[src/rtl/mips_pkg.sv]
// Shared definitions for the fetch/decode boundary of the MIPS pipeline.
// Holds word width, the NOP encoding, the PC increment and the fetch pair record.
package mips_pkg;

    localparam int XLEN = 32;

    localparam logic [31:0] NOP_INSTR = 32'h0000_0000;
    localparam logic [31:0] PC_STEP   = 32'd4;

    typedef struct packed {
        logic [31:0] pc;
        logic [31:0] instr;
    } fetch_pair_t;

endpackage

[src/rtl/if_fetch_queue_if.sv]
// Bundle of fetch-side and decode-side signals around the prefetch queue.
// The queue itself uses the slave modport; the fetch stage/decoder side uses master.
interface if_fetch_queue_if #(
    parameter int XLEN  = 32,
    parameter int DEPTH = 4
);

    // Handshake: a transfer happens on a rising edge where valid and ready are
    // both 1. Once valid is raised with ready low, the sender holds valid and its
    // payload stable until the transfer. ready never depends on valid on the
    // same side. flush overrides both sides and drops any same-cycle transfer.
    logic                       fetch_valid;
    logic                       fetch_ready;
    logic [XLEN-1:0]            fetch_pc;
    logic [XLEN-1:0]            fetch_instr;
    logic                       flush;
    logic                       dec_valid;
    logic                       dec_ready;
    logic [XLEN-1:0]            dec_pc;
    logic [XLEN-1:0]            dec_instr;
    logic [XLEN-1:0]            dec_pc_plus4;
    logic                       dec_misaligned;
    logic [$clog2(DEPTH+1)-1:0] count;

    modport slave (
        input  fetch_valid, fetch_pc, fetch_instr, flush, dec_ready,
        output fetch_ready, dec_valid, dec_pc, dec_instr, dec_pc_plus4,
               dec_misaligned, count
    );

    modport master (
        output fetch_valid, fetch_pc, fetch_instr, flush, dec_ready,
        input  fetch_ready, dec_valid, dec_pc, dec_instr, dec_pc_plus4,
               dec_misaligned, count
    );

endinterface

[src/rtl/sync_fifo_flush.sv]
// First-word-fall-through FIFO of fetch pairs with a single-cycle flush.
// Occupancy lives in count; EMPTY/PARTIAL/FULL are just count values.
module sync_fifo_flush
    import mips_pkg::*;
#(
    parameter  int DEPTH = 4,
    localparam int PTR_W = $clog2(DEPTH),
    localparam int CNT_W = $clog2(DEPTH + 1)
) (
    input  logic              clk,
    input  logic              rst,
    input  logic              flush,
    input  logic              in_valid,
    output logic              in_ready,
    input  fetch_pair_t       in_data,
    output logic              out_valid,
    input  logic              out_ready,
    output fetch_pair_t       out_data,
    output logic [CNT_W-1:0]  count
);

    fetch_pair_t      mem [DEPTH];
    logic [PTR_W-1:0] rd_ptr;
    logic [PTR_W-1:0] wr_ptr;
    logic [CNT_W-1:0] cnt_q;
    logic             push;
    logic             pop;

    // A full queue refuses a push even when it is popping in the same cycle.
    assign in_ready  = (cnt_q != CNT_W'(DEPTH));
    assign out_valid = (cnt_q != '0);
    assign push      = in_valid & in_ready;
    assign pop       = out_valid & out_ready;
    assign out_data  = mem[rd_ptr];
    assign count     = cnt_q;

    always_ff @(posedge clk) begin
        if (rst || flush) begin
            rd_ptr <= '0;
            wr_ptr <= '0;
            cnt_q  <= '0;
        end else begin
            // DEPTH is a power of two, so pointer overflow is the modulo wrap.
            if (push) wr_ptr <= wr_ptr + PTR_W'(1);
            if (pop)  rd_ptr <= rd_ptr + PTR_W'(1);
            if (push && !pop)      cnt_q <= cnt_q + CNT_W'(1);
            else if (pop && !push) cnt_q <= cnt_q - CNT_W'(1);
        end
    end

    // Storage is never cleared; count alone decides what is visible.
    always_ff @(posedge clk) begin
        if (!rst && !flush && push) mem[wr_ptr] <= in_data;
    end

endmodule

[src/rtl/if_fetch_queue.sv]
// Prefetch queue between instruction fetch and decode: in-order FWFT delivery,
// NOP forcing when empty, pc+4 generation and a misaligned-pc flag.
module if_fetch_queue
    import mips_pkg::*;
#(
    parameter int DEPTH = 4,
    parameter int XLEN  = mips_pkg::XLEN
) (
    input  logic             clk,
    input  logic             rst,
    if_fetch_queue_if.slave  bus
);

    fetch_pair_t     in_pair;
    fetch_pair_t     head;
    logic            head_valid;
    logic [XLEN-1:0] head_pc;

    assign in_pair.pc    = bus.fetch_pc;
    assign in_pair.instr = bus.fetch_instr;

    sync_fifo_flush #(.DEPTH(DEPTH)) u_fifo (
        .clk       (clk),
        .rst       (rst),
        .flush     (bus.flush),
        .in_valid  (bus.fetch_valid),
        .in_ready  (bus.fetch_ready),
        .in_data   (in_pair),
        .out_valid (head_valid),
        .out_ready (bus.dec_ready),
        .out_data  (head),
        .count     (bus.count)
    );

    // Empty slots may hold stale pairs, so the head is masked to NOP at pc 0.
    assign head_pc            = head_valid ? head.pc : '0;
    assign bus.dec_valid      = head_valid;
    assign bus.dec_pc         = head_pc;
    assign bus.dec_instr      = head_valid ? head.instr : NOP_INSTR;
    assign bus.dec_pc_plus4   = head_pc + PC_STEP;
    assign bus.dec_misaligned = head_valid & (|head_pc[1:0]);

endmodule

[src/flat_wrapper.sv]
// flat-port wrapper written by rule: the top's interface ports become plain ports
module if_fetch_queue_flat import mips_pkg::*;
#(
    parameter int DEPTH = 4,
    parameter int XLEN  = mips_pkg::XLEN
)
  (clk, rst, bus_fetch_valid, bus_fetch_pc, bus_fetch_instr, bus_flush, bus_dec_ready, bus_fetch_ready, bus_dec_valid, bus_dec_pc, bus_dec_instr, bus_dec_pc_plus4, bus_dec_misaligned, bus_count);
  if_fetch_queue_if #(.XLEN(XLEN), .DEPTH(DEPTH)) bus_i ();
  input  logic clk;
  input  logic rst;
  input wire logic [$bits(bus_i.fetch_valid)-1:0] bus_fetch_valid;
  input wire logic [$bits(bus_i.fetch_pc)-1:0] bus_fetch_pc;
  input wire logic [$bits(bus_i.fetch_instr)-1:0] bus_fetch_instr;
  input wire logic [$bits(bus_i.flush)-1:0] bus_flush;
  input wire logic [$bits(bus_i.dec_ready)-1:0] bus_dec_ready;
  output wire logic [$bits(bus_i.fetch_ready)-1:0] bus_fetch_ready;
  output wire logic [$bits(bus_i.dec_valid)-1:0] bus_dec_valid;
  output wire logic [$bits(bus_i.dec_pc)-1:0] bus_dec_pc;
  output wire logic [$bits(bus_i.dec_instr)-1:0] bus_dec_instr;
  output wire logic [$bits(bus_i.dec_pc_plus4)-1:0] bus_dec_pc_plus4;
  output wire logic [$bits(bus_i.dec_misaligned)-1:0] bus_dec_misaligned;
  output wire logic [$bits(bus_i.count)-1:0] bus_count;
  assign bus_i.fetch_valid = bus_fetch_valid;
  assign bus_i.fetch_pc = bus_fetch_pc;
  assign bus_i.fetch_instr = bus_fetch_instr;
  assign bus_i.flush = bus_flush;
  assign bus_i.dec_ready = bus_dec_ready;
  assign bus_fetch_ready = bus_i.fetch_ready;
  assign bus_dec_valid = bus_i.dec_valid;
  assign bus_dec_pc = bus_i.dec_pc;
  assign bus_dec_instr = bus_i.dec_instr;
  assign bus_dec_pc_plus4 = bus_i.dec_pc_plus4;
  assign bus_dec_misaligned = bus_i.dec_misaligned;
  assign bus_count = bus_i.count;
  if_fetch_queue #(.DEPTH(DEPTH), .XLEN(XLEN)) u_core (.clk(clk), .rst(rst), .bus(bus_i));
endmodule
[config.mk]
export PLATFORM = sky130hd
export DESIGN_NAME = if_fetch_queue_flat
export DESIGN_NICKNAME = d
export VERILOG_FILES = /design/src/rtl/mips_pkg.sv /design/src/rtl/if_fetch_queue_if.sv /design/src/rtl/sync_fifo_flush.sv /design/src/rtl/if_fetch_queue.sv /design/src/flat_wrapper.sv
export SDC_FILE = /design/constraint.sdc
export NUM_CORES = 1
export LEC_CHECK = 0
export CAP_MARGIN = 10
export CORE_MARGIN = 2
export CORE_UTILIZATION = 45
export DETAILED_ROUTE_END_ITERATION = 10
export HOLD_SLACK_MARGIN = 0.1
export MAX_ROUTING_LAYER = met4
export PLACE_DENSITY = 0.76
export SLEW_MARGIN = 25
export SYNTH_ARGS = -nofsm -noshare
export SYNTH_HDL_FRONTEND = slang
export SYNTH_SLANG_ARGS = --single-unit
export TNS_END_PERCENT = 10
[constraint.sdc]
create_clock -name clk -period 5.01 [get_ports clk]
set_clock_uncertainty 0.1 [all_clocks]
set_input_delay 1.002 -clock clk [delete_from_list [all_inputs] [get_ports clk]]
set_output_delay 1.002 -clock clk [all_outputs]
set_load 0.01 [all_outputs]
---- Yosys cells after proc, flatten, opt, wreduce, memory -nomap -nowiden ----
Memory sizes are Yosys's and may differ from the RTL's. A register that Yosys moved wholly into a read port is not among the register bits.
Index checks and enable logic that the tools add are counted.
word-level totals
  output and inout port bits .............. 102
  bits of input ports ..................... 69
  memories kept ........................... 1
  bits in registers ....................... 7
  memory bits (writable) .................. 256
memories
  name               words  width  read ports  clocked after Yosys merged registers in  wr ports  line                   text
  u_core.u_fifo.mem  4      64     1           1                                        1         sync_fifo_flush.sv:22  fetch_pair_t mem [DEPTH];
operators by class
  $add $sub $neg .......................... 5
  reduce and logical (&&, ||, !) cells .... 12
  muxes and demuxes ....................... 8
  bitwise logic cells ..................... 3
  equality and inequality tests ........... 1
operators by type and width
  kind                   count
  $mux 32                2
  $add 32x3->32 const B  1
  $mux 3                 2
  $add 2x1->2 const B    2
  $logic_and 1x1->1      4
  $logic_not 1->1        4
  $mux 2                 2
  $add 3x1->3 const B    1
  $and 1x1->1            3
  $ne 3x3->1 const B     1
  $reduce_bool 3->1      1
  $sub 3x1->3 const B    1
  $mux 1                 2
  $reduce_bool 2->1      1
  $reduce_or 2->1        1
  $logic_or 1x1->1       1

---- Logic depth before layout (Yosys ltp) ----
  depth in word-level cells ............... 6
  gate-level depth with buffers ........... 11
  depth with buffers taken out ............ 9

---- Cells and area by module ----
Synthesis repeated with hierarchy kept, for this count alone.
unflattened totals
  cells, all modules ...................... 560
  area, all modules ....................... 10799.1 um^2
by module, submodules not included
  module           cells an instance  instances  area an instance (um^2)
  sync_fifo_flush  383                1          9680.5
  if_fetch_queue   177                1          1118.6

---- Worst setup path before layout ----
OpenSTA, ideal clock, no wires.
  path kind ............................... reg2out
  from .................................... register u_core.u_fifo.cnt_q[0], in the netlist u_core.u_fifo.count[0]
  to ...................................... output bus_dec_pc_plus4[16]
  buffers on the path ..................... 2
  stages on the path, launching flop included .. 12
  slack ................................... 1403 ps
  data arrival time ....................... 2505 ps
  cell sequence ........................... dfxtp_1 -> nor3_4 -> inv_1 -> buf_6 -> clkbuf_1 -> nand2_1 -> inv_1 -> ha_1 -> nand4_2 -> or3_4 -> nor2_2 -> xnor2_1
on the way
  longest elaborated chain between the ends .. 3
ends and longest elaborated chain
  element                   line                   text
  start: declaration        sync_fifo_flush.sv:25  logic [CNT_W-1:0] cnt_q;
  start signal: assignment  sync_fifo_flush.sv:46  if (push && !pop) cnt_q <= cnt_q + CNT_W'(1);
  start signal: assignment  sync_fifo_flush.sv:47  else if (pop && !push) cnt_q <= cnt_q - CNT_W'(1);
  $reduce_bool 3->1         sync_fifo_flush.sv:31  assign out_valid = (cnt_q != '0);
  $mux 32                   if_fetch_queue.sv:36   assign head_pc = head_valid ? head.pc : '0;
  via bus_dec_pc[2]         flat_wrapper.sv:18     output wire logic [$bits(bus_i.dec_pc)-1:0] bus_dec_pc;
  $add 32x3->32             if_fetch_queue.sv:40   assign bus.dec_pc_plus4 = head_pc + PC_STEP;
  end: declaration          flat_wrapper.sv:20     output wire logic [$bits(bus_i.dec_pc_plus4)-1:0] bus_dec_pc_plus4;
The timed path passes the listed nets, and every way through them passes these cells.

==> results.cfg <==
[synth]
synth.lib_cells_used.distinct = 55
ys_seq_elements = 265
syn_area_um2 = 11300
postSynthCellCount = 602
syn_nets = 678
synth.yosys.seq_area_share_pct = 69.7
synth-main-ff-cell = edfxtp_1
synth.avg_cell_area_um2 = 18.7
synth_edf_count = 256
ys.warnings.count = 0
async_reset_ff_share_pct = 0

[grt]
grt_pass1_vias = 6127
grt_usage_pct = 17.9
antenna_found_initial = 5
gr-total-overflow = 0
grt_pass1_wl_um = 34900
grt_start_max_net_pins = 65

[timing]
max_freq_mhz = 212
tightestPinTransition_ns = 0.669
post-route-min-period_ns = 4.72
finalCritPeriodShare_pct = 94.2
rsz0062_at_grt = false
drv_slew = 0
hold_viol = 0
relSlewSlack_pct = 55.4
finalSetupViolations = 0
fin_tns_setup_ns = 0

[cells_and_area]
synthToLayoutAreaGrowth_pct = 25.4
multiInputGateArea_um2 = 3130
layout-drive-gt1-share_pct = 16.3
fillers = 1851
final_cells = 1126
nets = 854
seq_area_um2 = 7880

[drt]
routed-wl-met2_um = 10800
drtIter0Drc = 438
met1_length_um = 9830
vias = 5957
avgViaCountPerCell = 5.29
drc_errors = 0
antenna_left = 0
drt-total-wl_um = 22800
met3_wirelength_um = 1910
avgRoutedWirePerCell_um = 20.3
drtPass1Iterations = 4
top_layer_used = met4

[setup_path]
crit-reg2reg-capture = u_core.u_fifo.count[2]
cp_data_arrival_time_ns = 3.62
start_kind = flop
critPathRequiredTime_ns = 3.91
end_kind = output pin
critPathKind = reg -> out
crit_fanout = 18
r2r_cells = 9
r2r-start = u_core.u_fifo.count[0]
reg2reg_slack_ns = 2.63

[run]
maxCapViolCount = 0

[place]
dp_hpwl_um = 14400
post-place-cells = 1070
gp_congestion = 0.768
io_buffers = 170

[clock_tree]
cts-root-buf = clkbuf_16
cts_tree = done
post_cts_buffers = 0
clk_pin_slew_worst_paths_ns = 0.06
worstSkewPairLatency_ns = 0.52
cts_inserted_buffers = 26
cts.path.max_buffers = 3
cts_sinks = 265
post_cts_resized = 0
h-tree-depth = 1
holdBufCountCts = 0

[power]
power_density_nw_per_um2 = 359
p_leak_uw = 0.00455
vdd_drop_max_uv = 470

[die]
start_util_pct = 46.1
dieArea_um2 = 26400
pin_count = 171
num_rows = 57
die_x_um = 162
core_area_um2 = 24500
die_h_um = 162

[worst_hold_path]
holdPathStages = 2
worstHoldStart = u_core.u_fifo.rd_ptr[0]
min_path_type = reg -> reg
hold_path_end = u_core.u_fifo.rd_ptr[0]

[run_status]
status = complete, no violations
-- cell usage in the layout, fill, tap and decap left out, types with 14 or more instances in the layout --
cell	n
and2_1	54
clkbuf_16	27
clkdlybuf4s50_1	170
edfxtp_1	256
mux4_2	54
nand2_1	25
nand3_1	14
nor2_1	18
xnor2_1	21
-- worst max-delay path: stages, from the launching register on --
cell             delay [ns]
dfxtp_4                0.53
buf_4                  0.40
mux4_2                 0.37
nand4_4                0.17
nor4_4                 0.53
nand3_1                0.30
xnor2_1                0.22
clkdlybuf4s50_1        0.56
-- cell families (layout without fill, tap and decap cells) --
kind of cell    count (synthesis)  after routing  synth area share, %
other cells                     0              5                    0
buf+inv                        44            239                 2.68
fa+ha+maj                       7              7                0.843
mux                            66             66                 13.3
compound gates                 18             18                 1.05
xor+xnor                       32             32                 2.48
simple gates                  170            170                 9.90
flops                         265            265                 69.7
-- metrics by stage --
step                util [%]  total power, uW  hold slack, ns  cell area [um^2]  worst slack, ns
floorplan                  -             2860           0.385             11300             1.40
global placement        54.1             3250           0.411             13200            0.812
detailed placement      54.1             3250           0.421             13200            0.782
CTS                     57.5             5120           0.446             14100            0.218
global route            57.8             5270           0.487             14100           0.0338
finish                  57.8             5080           0.446             14100            0.292
-- worst max path at each step --
stage / to / from / cells after the start
floorplan: bus_dec_pc_plus4[16] / u_core.u_fifo.count[0] / 11
global placement: bus_dec_pc_plus4[22] / flop / 8
detailed placement: bus_dec_pc_plus4[31] / flop / 7
CTS: bus_dec_pc_plus4[31] / flop / 7
global route: bus_dec_pc_plus4[31] / flop / 7
finish: bus_dec_pc_plus4[31] / flop / 7
-- routing by layer --
layer | GRT usage (%) | vias to the layer above
met2 | 28.2 | 215
met1 | 24.0 | 2968
met3 | 4.38 | 26
li1 | - | 2748
met5 | - | -
met4 | 4.02 | 0
-- cell type report --
| type | count | area share (%) |
|---|---|---|
| Multi-Input combinational cell | 293 | 22.1 |
| Inverter | 12 | 0.318 |
| Tap cell | 324 | 2.87 |
| Clock buffer | 34 | 4.96 |
| Sequential cell | 265 | 55.7 |
| Clock inverter | 13 | 0.884 |
| Timing Repair Buffer | 180 | 13.1 |
| Antenna cell | 5 | 0.0884 |
-- power breakdown --
group	leakage, uW	internal, uW	switching, uW
Clock	0.000407	1090	785
Combinational	0.00176	384	337
Sequential	0.00239	2460	17.0
-- registers in the layout, summed over array words and instances, names as in the netlist, named ones only --
register,cells
u_core.u_fifo.rd_ptr,2
u_core.u_fifo.count,3
u_core.u_fifo.wr_ptr,2
u_core.u_fifo.mem,256
-- cell usage after synthesis (all sizes together) (5+ instances only) --
cell type / count / share of area (%)
and2: 58 / 3.3
and3: 9 / 0.50
buf: 22 / 1.9
clkbuf: 10 / 0.42
dfxtp: 9 / 1.6
edfxtp: 256 / 68
ha: 6 / 0.67
inv: 12 / 0.40
mux4: 64 / 13
nand2: 27 / 0.94
nand3: 14 / 0.62
nand4: 15 / 1.1
nand4b: 6 / 0.60
nor2: 19 / 0.65
nor3: 5 / 0.47
o211ai: 6 / 0.40
o21ai: 6 / 0.27
xnor2: 21 / 1.6
xor2: 11 / 0.85
Note: power is estimated with default switching activity, not from simulation.
